[config.mk]
export PLATFORM = sky130hd
export DESIGN_NAME = input_vc_router
export DESIGN_NICKNAME = d
export VERILOG_FILES = /design/src/rtl/ravenoc_pkg.sv /design/src/rtl/input_vc_router_fifo.sv /design/src/rtl/input_vc_router.sv
export SDC_FILE = /design/constraint.sdc
export NUM_CORES = 1
export LEC_CHECK = 0
export CORE_MARGIN = 2
export CORE_UTILIZATION = 40
export DETAILED_ROUTE_END_ITERATION = 16
export GPL_TIMING_DRIVEN = 0
export PLACE_DENSITY = 0.68
export SYNTH_ARGS = -nofsm -noshare
export SYNTH_HDL_FRONTEND = slang
export SYNTH_HIERARCHICAL = 1
export SYNTH_SLANG_ARGS = --single-unit
[constraint.sdc]
create_clock -name clk -period 4.3 [get_ports clk]
set_input_delay 0.43 -clock clk [delete_from_list [all_inputs] [get_ports clk]]
set_output_delay 0.43 -clock clk [all_outputs]
set_load 0.03 [all_outputs]
[src/rtl/ravenoc_pkg.sv]
`timescale 1ns/1ps
`default_nettype none
// ============================================================================
// Module      : ravenoc_pkg
// Description : Shared NoC types, flit layout, and the XY routing helpers
//               used by the router input stage.
// Revision    : 1.0 - initial release
// ============================================================================
package ravenoc_pkg;

    // Virtual channels
    localparam int NumVirtChn  = 2;
    localparam int VcWidth     = (NumVirtChn > 1) ? $clog2(NumVirtChn) : 1;

    // Mesh coordinates
    localparam int XWidth      = 2;
    localparam int YWidth      = 2;

    // Flit layout: {type, payload}; head payload starts with {x, y, pkt_size}
    localparam int PktWidth      = 8;
    localparam int FlitTpWidth   = 2;
    localparam int FlitDataWidth = 32;
    localparam int FlitWidth     = FlitTpWidth + FlitDataWidth;
    localparam int HdrWidth      = FlitTpWidth + XWidth + YWidth + PktWidth;

    // Default per-VC buffering
    localparam int BufferDepth = 4;

    typedef enum logic [1:0] {
        HEAD_FLIT = 2'd0,
        BODY_FLIT = 2'd1,
        TAIL_FLIT = 2'd2
    } s_flit_type_t;

    // Which end of the VC index range wins arbitration
    typedef enum logic {
        ZeroHighPrior = 1'b0,
        ZeroLowPrior  = 1'b1
    } s_vc_prior_t;

    localparam s_vc_prior_t HighPriority = ZeroLowPrior;

    typedef enum logic [2:0] {
        LOCAL = 3'd0,
        NORTH = 3'd1,
        SOUTH = 3'd2,
        WEST  = 3'd3,
        EAST  = 3'd4
    } s_route_dir_t;

    typedef struct packed {
        logic [FlitWidth-1:0] fdata;
        logic                 valid;
        logic [VcWidth-1:0]   vc_id;
    } s_flit_req_t;

    typedef struct packed {
        logic ready;
    } s_flit_resp_t;

    // Upper bits of a head flit
    typedef struct packed {
        logic [FlitTpWidth-1:0] ftype;
        logic [XWidth-1:0]      x_dest;
        logic [YWidth-1:0]      y_dest;
        logic [PktWidth-1:0]    pkt_size;
    } s_head_hdr_t;

    // Dimension-ordered routing: resolve X first, then Y
    function automatic s_route_dir_t xy_route(
        input logic [XWidth-1:0] x_dest,
        input logic [YWidth-1:0] y_dest,
        input logic [XWidth-1:0] x_id,
        input logic [YWidth-1:0] y_id
    );
        s_route_dir_t dir;
        if (x_dest > x_id)      dir = EAST;
        else if (x_dest < x_id) dir = WEST;
        else if (y_dest > y_id) dir = SOUTH;
        else if (y_dest < y_id) dir = NORTH;
        else                    dir = LOCAL;
        return dir;
    endfunction

    // Map a 5-way direction onto the 4 output modules, skipping our own port
    function automatic logic [1:0] compact_dir(
        input s_route_dir_t dir,
        input logic [2:0]   in_dir
    );
        return (3'(dir) < in_dir) ? 2'(dir) : 2'(3'(dir) - 3'd1);
    endfunction

endpackage
`default_nettype wire

[src/rtl/input_vc_router_fifo.sv]
`timescale 1ns/1ps
`default_nettype none
// ============================================================================
// Module      : vc_fifo
// Description : Registered single-clock FIFO holding the flits of one VC.
//               Output is the stored front entry; no write-through bypass.
// Revision    : 1.0 - initial release
// ============================================================================
module vc_fifo #(
    parameter int DEPTH = 4,
    parameter int WIDTH = 8
) (
    input  logic             clk,
    input  logic             arst,
    input  logic             i_push,
    input  logic [WIDTH-1:0] i_data,
    input  logic             i_pop,
    output logic [WIDTH-1:0] o_data,
    output logic             o_full,
    output logic             o_empty
);

    localparam int c_AW = $clog2(DEPTH);

    logic [WIDTH-1:0] r_mem [DEPTH];
    logic [c_AW-1:0]  r_wptr;
    logic [c_AW-1:0]  r_rptr;
    logic [c_AW:0]    r_count;
    logic             w_do_push;
    logic             w_do_pop;

    assign o_full    = (r_count == (c_AW+1)'(DEPTH));
    assign o_empty   = (r_count == '0);
    assign w_do_push = i_push && !o_full;
    assign w_do_pop  = i_pop && !o_empty;
    assign o_data    = r_mem[r_rptr];

    // Storage array; contents are don't-care while the count says empty
    always_ff @(posedge clk) begin
        if (w_do_push) begin
            r_mem[r_wptr] <= i_data;
        end
    end

    // Pointers wrap naturally since DEPTH is a power of two
    always_ff @(posedge clk or negedge arst) begin
        if (!arst) begin
            r_wptr  <= '0;
            r_rptr  <= '0;
            r_count <= '0;
        end else begin
            if (w_do_push) r_wptr <= r_wptr + 1'b1;
            if (w_do_pop)  r_rptr <= r_rptr + 1'b1;
            case ({w_do_push, w_do_pop})
                2'b10:   r_count <= r_count + 1'b1;
                2'b01:   r_count <= r_count - 1'b1;
                default: r_count <= r_count;
            endcase
        end
    end

endmodule
`default_nettype wire

[src/rtl/input_vc_router.sv]
`timescale 1ns/1ps
`default_nettype none
// ============================================================================
// Module      : input_vc_router
// Description : Router input port. Buffers link flits per VC, XY-routes
//               each head, holds the route until the tail and presents one
//               flit per cycle to one of the four other-port output modules.
// Revision    : 1.0 - initial release
// ============================================================================
module input_vc_router
    import ravenoc_pkg::*;
#(
    parameter logic [XWidth-1:0] ROUTER_X_ID  = '0,
    parameter logic [YWidth-1:0] ROUTER_Y_ID  = '0,
    parameter int                INPUT_DIR    = 0,
    parameter int                BUFFER_DEPTH = BufferDepth
) (
    input  logic               clk,
    input  logic               arst,
    input  s_flit_req_t        fin_req_i,
    output s_flit_resp_t       fin_resp_o,
    output s_flit_req_t  [3:0] fout_req_o,
    input  s_flit_resp_t [3:0] fout_resp_i,
    output logic               err_o
);

    localparam logic [2:0] c_IN_DIR = 3'(INPUT_DIR);
    localparam logic [0:0] c_IDLE   = 1'b0;
    localparam logic [0:0] c_BUSY   = 1'b1;

    logic [NumVirtChn-1:0] w_push;
    logic [NumVirtChn-1:0] w_pop;
    logic [NumVirtChn-1:0] w_full;
    logic [NumVirtChn-1:0] w_empty;
    logic [FlitWidth-1:0]  w_front [NumVirtChn];

    logic [0:0]            r_state [NumVirtChn];
    s_route_dir_t          r_route [NumVirtChn];

    logic                  w_sel_valid;
    logic [VcWidth-1:0]    w_sel_vc;
    logic [FlitWidth-1:0]  w_front_flit;
    s_head_hdr_t           w_hdr;
    s_route_dir_t          w_head_route;
    logic                  w_drop;
    logic                  w_req_valid;
    s_route_dir_t          w_req_dir;
    logic [1:0]            w_out_idx;
    logic                  w_pop_any;

    // Ready depends only on the addressed VC's fullness, never on a pop
    assign fin_resp_o.ready = ~w_full[fin_req_i.vc_id];

    generate
        for (genvar v = 0; v < NumVirtChn; v++) begin : g_vc
            assign w_push[v] = fin_req_i.valid && fin_resp_o.ready &&
                               (fin_req_i.vc_id == VcWidth'(v));
            assign w_pop[v]  = w_pop_any && (w_sel_vc == VcWidth'(v));

            vc_fifo #(
                .DEPTH (BUFFER_DEPTH),
                .WIDTH (FlitWidth)
            ) u_fifo (
                .clk     (clk),
                .arst    (arst),
                .i_push  (w_push[v]),
                .i_data  (fin_req_i.fdata),
                .i_pop   (w_pop[v]),
                .o_data  (w_front[v]),
                .o_full  (w_full[v]),
                .o_empty (w_empty[v])
            );
        end
    endgenerate

    // Fixed-priority VC pick among non-empty FIFOs, re-evaluated every cycle
    always_comb begin
        w_sel_valid = 1'b0;
        w_sel_vc    = '0;
        if (HighPriority == ZeroLowPrior) begin
            for (int v = 0; v < NumVirtChn; v++) begin
                if (!w_empty[v]) begin
                    w_sel_valid = 1'b1;
                    w_sel_vc    = VcWidth'(v);
                end
            end
        end else begin
            for (int v = NumVirtChn - 1; v >= 0; v--) begin
                if (!w_empty[v]) begin
                    w_sel_valid = 1'b1;
                    w_sel_vc    = VcWidth'(v);
                end
            end
        end
    end

    assign w_front_flit = w_front[w_sel_vc];
    assign w_hdr        = w_front_flit[FlitWidth-1 -: HdrWidth];
    assign w_head_route = xy_route(w_hdr.x_dest, w_hdr.y_dest,
                                   ROUTER_X_ID, ROUTER_Y_ID);

    // Decide whether the selected front flit is forwarded or dropped
    always_comb begin
        w_drop      = 1'b0;
        w_req_valid = 1'b0;
        w_req_dir   = LOCAL;
        if (w_sel_valid) begin
            if (r_state[w_sel_vc] == c_IDLE) begin
                if ((w_hdr.ftype != HEAD_FLIT) ||
                    (w_head_route == s_route_dir_t'(c_IN_DIR))) begin
                    w_drop = 1'b1;
                end else begin
                    w_req_valid = 1'b1;
                    w_req_dir   = w_head_route;
                end
            end else begin
                w_req_valid = 1'b1;
                w_req_dir   = r_route[w_sel_vc];
            end
        end
    end

    assign w_out_idx = compact_dir(w_req_dir, c_IN_DIR);
    assign w_pop_any = w_drop || (w_req_valid && fout_resp_i[w_out_idx].ready);
    assign err_o     = w_drop;

    // Drive exactly one output request; every other entry stays all-zero
    always_comb begin
        fout_req_o = '0;
        if (w_req_valid) begin
            fout_req_o[w_out_idx].fdata = w_front_flit;
            fout_req_o[w_out_idx].valid = 1'b1;
            fout_req_o[w_out_idx].vc_id = w_sel_vc;
        end
    end

    // Per-VC packet state: lock the head's route until the tail leaves
    always_ff @(posedge clk or negedge arst) begin
        if (!arst) begin
            for (int v = 0; v < NumVirtChn; v++) begin
                r_state[v] <= c_IDLE;
                r_route[v] <= LOCAL;
            end
        end else if (w_pop_any && w_req_valid) begin
            if (r_state[w_sel_vc] == c_IDLE) begin
                if (w_hdr.pkt_size != '0) begin
                    r_state[w_sel_vc] <= c_BUSY;
                    r_route[w_sel_vc] <= w_head_route;
                end
            end else if (w_hdr.ftype == TAIL_FLIT) begin
                r_state[w_sel_vc] <= c_IDLE;
            end
        end
    end

endmodule
`default_nettype wire
==> parameters.txt, run 1 <==
Parameter                              Value

Run status
  Run status ... completed

STA
  F_max ... 239.7 MHz
  Final-report hold violation count ... 0
  Finish-stage setup viols ... 0
  Period Utilization, post-route ... 97.01%
  Max-Slew Margin vs Limit ... 22.12%
  Worst clock skew ... 0.01065 ns
  Final TNS setup ... 0 ns
  Shortest period the worst path allows ... 4.171 ns
  Actual slew at the worst max-slew pin ... 1.168 ns
  Final number of max-transition violations ... 0
  WHS ... 0.4002 ns

Placement
  Input/output buffers ... 113
  Dpl cell area ... 14550 µm²
  Placed wire-length estimate ... 18.75 mm
  Routability cong. ... 0.8147

Clock tree
  TritonCTS buffer count ... 29
  TritonCTS clock tree ... done
  CTS clk-pin slew, worst paths ... 0.06 ns
  Clock Tree Root ... sky130_fd_sc_hd__clkbuf_16
  Hold buffers post-CTS ... 0
  Clock Sinks ... 290
  Htree depth ... 1
  Clock Tree Buf Depth ... 3
  Clk_lat worst skew ... 0.54 ns

Drt
  Via-per-instance ratio ... 4.967
  Length of routed met2 wiring ... 13.40 mm
  Wire per inst ... 21.66 µm
  Metal-1 WL ... 12.43 mm
  First-pass detailed-route iteration total ... 5
  Uppermost layer routed ... met5
  DRC viols ... 0
  Routed wire length ... 28.70 mm
  Vias post-DR ... 6581
  Drt first-iter violations ... 675
  Number of nets still failing antenna checks after routing ... 0
  Met3 wire length ... 2.188 mm

Synthesis
  Count of yosys warnings during synthesis ... 6
  Most used flip-flop cell after synthesis ... sky130_fd_sc_hd__edfxtp_1
  Combined area of all synthesized cells ... 12490 µm²
  Number of enable-type register cells in the synthesized netlist ... 272
  Area share of the leading cell type in the synthesized netlist ... 65.40%
  Post-Syn Area per Cell ... 18.31 µm²
  Async set-reset flop share out of synthesis ... 6.207%
  Gate count of the mapped netlist ... 682
  Top cells by instance count after synthesis ... sky130_fd_sc_hd__edfxtp_1 (272), sky130_fd_sc_hd__nor2_1 (74), sky130_fd_sc_hd__buf_4 (72)
  Count of cell types in the netlist ... 48
  Dominant cell type by area after synthesis ... sky130_fd_sc_hd__edfxtp_1
  Total of flip-flops plus latches after synthesis ... 290
  Top-count cell post-synth ... sky130_fd_sc_hd__edfxtp_1
  Share of synthesized area occupied by flip-flops and latches ... 69.00%
  Main area contributors after synthesis ... sky130_fd_sc_hd__edfxtp_1 (65%), sky130_fd_sc_hd__mux4_2 (10%), sky130_fd_sc_hd__buf_4 (4.3%), sky130_fd_sc_hd__dfrtp_1 (3.6%), sky130_fd_sc_hd__mux2i_1 (3.0%)

Layout
  Proportion of layout cells with a drive suffix above 1 ... 23.62%
  Final core utilization ... 50.58%
  Cell area after layout ... 15510 µm²
  Layout overhead on the synthesized area ... 24.21%
  NumNets Final ... 962
  Number of fillers in the final layout ... 2516

Power and ir drop
  Proportion of power drawn by flip-flops and latches ... 31.7%
  Internal power consumption ... 6.965 mW
  Worst-case vdd ir drop ... 0.5724 mV
  Static leakage ... 5.997 nW
  Switching pwr ... 4.424 mW
  Combinational cell fraction of total power ... 48.2%
  Total Power ... 11.39 mW
  Share of total power consumed by net switching ... 38.85%
  Power Dens Cells ... 734.2 nW/µm²
  Part of the total power dissipated in the clock network ... 20.1%

Run
  Max cap viols ... 0

Critical path
  Signal arrival time at the worst endpoint ... 3.74 ns
  Kind of start point of the critical path ... register
  Setup crit end kind ... output port
  Worst setup path category ... register to output port
  Maximum fanout along the worst path ... 10
  Number of cell instances on the worst register-to-register path ... 16
  Worst endpoint required time ... 3.87 ns

Floorplanning
  Horiz. Die Dim ... 180.7 µm
  Die Span Y ... 180.7 µm
  I/O pins ... 188
  Number of rows in the core area ... 64
  Core footprint ... 30670 µm²
  Initial core utilization ... 40.72%
  Die Outline Area ... 32650 µm²

Min path
  HP Class ... primary input to async pin

Global route
  Maximum number of pins on one net before global-route repair ... 25
  Via count of the first global-routing pass ... 6557
  GR Overflow Total ... 0
  Wire length of the first global-routing pass ... 42.50 mm
  Initial antenna violation count ... 3
  Total routing usage reported by global routing ... 17.55%
[layout make-up]
| cell class | count | area [µm²] | area share (%) |
|---|---|---|---|
| Buffer | 101 | 833.3 | 5.371 |
| Tap cell | 396 | 495.5 | 3.194 |
| Antenna cell | 2 | 5.005 | 0.03226 |
| Clock buffer | 34 | 744.5 | 4.799 |
| Sequential cell | 290 | 8618 | 55.55 |
| Clock inverter | 16 | 103.9 | 0.6694 |
| Inverter | 18 | 67.56 | 0.4355 |
| Timing Repair Buffer | 124 | 1353 | 8.718 |
| Multi-Input combinational cell | 344 | 3293 | 21.23 |
[metrics by stage]
| step | std cells | setup slack [ns] |
|---|---|---|
| after CTS | 1320 | 0.004172 |
| after detailed placement | 1270 | -0.05922 |
| after global routing | 1323 | -0.0003717 |
| after global placement | 1262 | -0.07161 |
| final | 1325 | 0.1286 |
| after floorplan | 753 | 0.8683 |
[critical path: stages (launching register included)]
cell	delay (ns)
sky130_fd_sc_hd__dfrtp_1	0.34
sky130_fd_sc_hd__buf_6	0.20
sky130_fd_sc_hd__buf_12	0.18
sky130_fd_sc_hd__mux4_2	0.55
sky130_fd_sc_hd__or3b_1	0.44
sky130_fd_sc_hd__nand2_1	0.09
sky130_fd_sc_hd__o32a_1	0.14
sky130_fd_sc_hd__o22ai_1	0.12
sky130_fd_sc_hd__nand2_4	0.22
sky130_fd_sc_hd__buf_6	0.24
sky130_fd_sc_hd__nor2_1	0.07
sky130_fd_sc_hd__clkdlybuf4s50_1	0.59
[kinds of logic after synthesis]
family	Yosys count	synth area share, %
flip-flops	290	69.00
buffers and inverters	119	6.902
AND/OR/NAND/NOR	114	4.308
multiplexers	110	16.03
AO/OA/AOI/OAI	24	1.563
adder cells (fa/ha/maj)	12	1.322
XOR/XNOR	12	0.8415
other	1	0.03003
[per-layer routing]
layer	up-vias	GRT usage, %
met5	-	0
met4	2	4.129
met3	41	3.890
met2	289	28.14
met1	3285	24.62
li1	2964	-
[state kept, by name (all words and copies together), names as in the netlist, named ones only]
name and count:
g_vc.u_fifo/r_wptr 4, r_route 2, g_vc.u_fifo/r_count 6, g_vc.u_fifo/r_rptr 4, g_vc.u_fifo/r_mem 272
[layout by cell type (no fill, tap or decap), drive strengths merged, types with 3 or more instances in the layout]
| cell | n |
|---|---|
| mux4 | 68 |
| dlymetal6s2s | 26 |
| o21ai | 3 |
| clkdlybuf4s50 | 66 |
| nor2 | 74 |
| nor3b | 4 |
| conb | 72 |
| mux2i | 38 |
| xnor2 | 6 |
| nor4 | 4 |
| and2 | 8 |
| nor2b | 4 |
| dfrtp | 18 |
| xor2 | 6 |
| ha | 10 |
| buf | 108 |
| nor3 | 3 |
| dlygate4sd2 | 21 |
| mux2 | 4 |
| a21oi | 5 |
| inv | 20 |
| clkbuf | 38 |
| nand2 | 10 |
| clkinv | 12 |
| edfxtp | 272 |
[timing repair]
item,in CTS,in global routing
gates resized for setup,37,27
pin swaps,1,1
setup endpoints to repair,66,38
setup buffers,0,3
[path summary, 6_finish.rpt]
kind                                                           start                               endpoint  slack (ns)
worst min-delay path                                            arst   g_vc[0].u_fifo/r_wptr[0]$_DFFE_PN0P_        0.40
min in group clk                              r_route[4]$_DFFE_PN0P_                 r_route[4]$_DFFE_PN0P_        0.50
worst max register to register  g_vc[0].u_fifo/r_rptr[0]$_DFFE_PN0P_  g_vc[0].u_fifo/r_count[2]$_DFFE_PN0P_        0.35
worst max-delay path            g_vc[0].u_fifo/r_rptr[0]$_DFFE_PN0P_                        fout_req_o[121]        0.13
worst min register to register                r_route[4]$_DFFE_PN0P_                 r_route[4]$_DFFE_PN0P_        0.50
max in group asynchronous                                       arst   g_vc[1].u_fifo/r_rptr[0]$_DFFE_PN0P_        3.34
[power groups by stage]
| stage | clock network (mW) | logic [mW] | registers, mW |
|---|---|---|---|
| finish | 2.29 | 5.49 | 3.61 |
| global placement | 0 | 5.49 | 3.67 |
| CTS | 2.33 | 5.58 | 3.61 |
| floorplan | 0 | 3.52 | 3.63 |
| global route | 2.45 | 5.89 | 3.64 |
| detailed placement | 0 | 5.58 | 3.67 |
(Power assumes the default switching activity.)
==> run 2: changes to the inputs <==
--- a/config.mk
+++ b/config.mk
@@ -6,10 +6,10 @@
 export NUM_CORES = 1
 export LEC_CHECK = 0
 export CORE_MARGIN = 2
-export CORE_UTILIZATION = 40
+export CORE_UTILIZATION = 30
 export DETAILED_ROUTE_END_ITERATION = 16
 export GPL_TIMING_DRIVEN = 0
-export PLACE_DENSITY = 0.68
+export PLACE_DENSITY = 0.55
 export SYNTH_ARGS = -nofsm -noshare
 export SYNTH_HDL_FRONTEND = slang
 export SYNTH_HIERARCHICAL = 1
==> run 2 against run 1 <==
Combinational power is 2% higher. Sequential power hardly changed. Total power is 1.3% higher. Cell count is 10% higher. First-iteration DRC count is 33% lower. Core utilization is 12 points lower. Register-to-register slack worse by 0.03 ns. Worst hold slack better by 0.038 ns. Clock skew is 0.0027 ns lower. Critical endpoint is now fout_req_o[125].
==> parameters.txt, run 2 (synthesis results as in run 1) <==
Parameter                              Value

Layout
  Proportion of layout cells with a drive suffix above 1 ... 23.92%
  Layout overhead on the synthesized area ... 25.45%
  Number of flip-flops in the largest register ... 272
  Leading cell type in the layout, fill and taps excluded ... sky130_fd_sc_hd__edfxtp_1
  NumNets Final ... 962
  Commonest cells after routing, fill and taps aside ... sky130_fd_sc_hd__edfxtp_1 (272), sky130_fd_sc_hd__buf_4 (78), sky130_fd_sc_hd__nor2_1 (74), sky130_fd_sc_hd__conb_1 (72), sky130_fd_sc_hd__clkdlybuf4s50_1 (67)
  Number of fillers in the final layout ... 3788
  Biggest registers after layout ... g_vc.u_fifo/r_mem: 272 flops, g_vc.u_fifo/r_count: 6 flops
  Register containing the most flip-flops in the final layout ... g_vc.u_fifo/r_mem
  Final core utilization ... 38.28%

Critical path
  Setup crit end kind ... output port
  Worst endpoint required time ... 3.87 ns
  Worst r2r src ... g_vc[0].u_fifo/r_rptr[0]$_DFFE_PN0P_
  Worst setup path category ... register to output port
  Worst-path cell chain ... buf_6 > buf_12 > mux4_2 > or3_1 > nand2_1 > o32a_1 > o22ai_1 > nand2_4 > buf_6 > nor2_1 > clkdlybuf4s50_1
  Kind of start point of the critical path ... register
  Signal arrival time at the worst endpoint ... 3.72 ns
  Terminus of the critical flop-to-flop path ... g_vc[0].u_fifo/r_count[2]$_DFFE_PN0P_
  Highest-delay cell along the critical path ... sky130_fd_sc_hd__clkdlybuf4s50_1
  Worst-case register-to-register setup slack ... 0.32 ns
  Most used cell, CP ... sky130_fd_sc_hd__buf_6
  Number of cell instances on the worst register-to-register path ... 16
  Critical Path Max Stage Delay ... 0.60 ns
  Maximum fanout along the worst path ... 10

Clock tree
  TritonCTS buffer count ... 28
  Hold buffers post-CTS ... 0
  Clock Sinks ... 290
  Clock Tree Root ... sky130_fd_sc_hd__clkbuf_16
  TritonCTS clock tree ... done
  CTS clk-pin slew, worst paths ... 0.06 ns
  Clock Tree Buf Depth ... 3
  Clk_lat worst skew ... 0.54 ns
  Htree depth ... 1

Floorplanning
  Core footprint ... 40920 µm²
  Number of rows in the core area ... 74
  Initial core utilization ... 30.52%
  Die Span Y ... 208.0 µm
  Die Outline Area ... 43280 µm²
  Horiz. Die Dim ... 208.0 µm
  I/O pins ... 188

STA
  Final TNS setup ... 0 ns
  Shortest period the worst path allows ... 4.150 ns
  Actual slew at the worst max-slew pin ... 1.128 ns
  WHS ... 0.4383 ns
  Worst clock skew ... 0.008002 ns
  Period Utilization, post-route ... 96.50%
  Worst Slack Setup Final ... 0.1503 ns
  Final number of max-transition violations ... 0
  Max-Slew Margin vs Limit ... 24.83%
  F_max ... 241.0 MHz
  Final-report hold violation count ... 0
  Finish-stage setup viols ... 0
  Unrepaired setup endpoints after global routing ... true

Run
  Max cap viols ... 0

Drt
  Number of nets still failing antenna checks after routing ... 0
  First-pass detailed-route iteration total ... 4
  Via-per-instance ratio ... 4.435
  Routed wire length ... 31.23 mm
  DRC viols ... 0
  Wire per inst ... 21.44 µm
  Drt first-iter violations ... 450
  Vias post-DR ... 6462

Global route
  Via count of the first global-routing pass ... 6497
  Maximum number of pins on one net before global-route repair ... 24
  Wire length of the first global-routing pass ... 44.51 mm
  GR Overflow Total ... 0
  Total routing usage reported by global routing ... 14.13%
  Initial antenna violation count ... 3

Placement
  Placed wire-length estimate ... 20.78 mm
  Setup Slack @ Placement ... -0.1609 ns
  Routability cong. ... 0.7595
  Input/output buffers ... 113

Power and ir drop
  Power Dens Cells ... 736.4 nW/µm²
  Static leakage ... 5.880 nW
  Worst-case vdd ir drop ... 0.3636 mV

Min path
  HP Class ... primary input to async pin

Run status
  Run status ... completed
## run 2: cell count changes in the layout (fill, tap and decap cells not counted), sizes merged
cell	previous run	this run
bufinv	1	2
inv	20	18
dlymetal6s2s	26	16
dlygate4sd2	21	30
clkdlybuf4s50	66	67
clkbuf	38	41
diode	2	1
clkinv	12	7
## run 2: cell type report
class | instances | area, µm² | area share, %
flip-flops and latches | 290 | 8618 | 55.01
inverters | 18 | 67.56 | 0.4312
clock inverters | 10 | 108.9 | 0.6948
repair buffers | 125 | 1331 | 8.497
multi-input cells | 344 | 3293 | 21.02
plain buffers | 101 | 849.6 | 5.422
diodes | 1 | 2.502 | 0.01597
well taps | 532 | 665.6 | 4.249
clock buffers | 36 | 730.7 | 4.664
## run 2: routing by layer
layer / wire length (µm) / GRT usage (%) / vias up
li1: - / - / 2951
met1: 13810 / 19.18 / 3228
met2: 14690 / 23.10 / 237
met3: 2065 / 3.185 / 42
met5: 25 / 0 / -
met4: 636 / 3.399 / 4
## run 2: through the flow
step / total power, mW / cells / area (µm²)
2_1_floorplan: 7.156 / 753 / 12760
3_3_place_gp: 9.355 / 1398 / 14550
3_5_place_dp: 9.426 / 1406 / 14730
4_1_cts: 11.75 / 1456 / 15620
5_1_grt: 12.15 / 1456 / 15670
6_report: 11.54 / 1457 / 15670
## run 2: report_power, final
group	total (mW)	leakage [nW]	switching (mW)	internal, mW
logic	5.62	2.80	3.42	2.20
clock network	2.31	0.404	0.997	1.31
registers	3.61	2.68	0.129	3.48
## run 2: worst max-delay path, delay by kind of cell (launching register included)
kind	cells	cell delay [ns]
compound gates	2	0.26
mux	1	0.56
buf+inv	4	1.21
simple gates	4	0.78
flops	1	0.35
## run 2: how the worst max path moves through the flow
stage / endpoint / slack [ns] / cells past startpoint / from
after floorplan: g_vc[0].u_fifo/r_count[2]$_DFFE_PN0P_ / 0.87 / 16 / g_vc[0].u_fifo/r_rptr[0]$_DFFE_PN0P_
after global placement: fout_req_o[141] / -0.15 / 11 / g_vc[1].u_fifo/r_rptr[1]$_DFFE_PN0P_
after detailed placement: fout_req_o[119] / -0.16 / 11 / g_vc[1].u_fifo/r_rptr[1]$_DFFE_PN0P_
after CTS: fout_req_o[117] / 0.0004 / 12 / g_vc[1].u_fifo/r_rptr[0]$_DFFE_PN0P_
after global routing: fout_req_o[109] / -0.006 / 11 / g_vc[1].u_fifo/r_rptr[0]$_DFFE_PN0P_
final: fout_req_o[125] / 0.15 / 11 / g_vc[1].u_fifo/r_rptr[0]$_DFFE_PN0P_
## run 2: timing repair
action | CTS | global route
endpoints found under the setup margin | 67 | 49
resized for setup | 48 | 20
buffers inserted | 4 | 0
pin swaps | 1 | 0
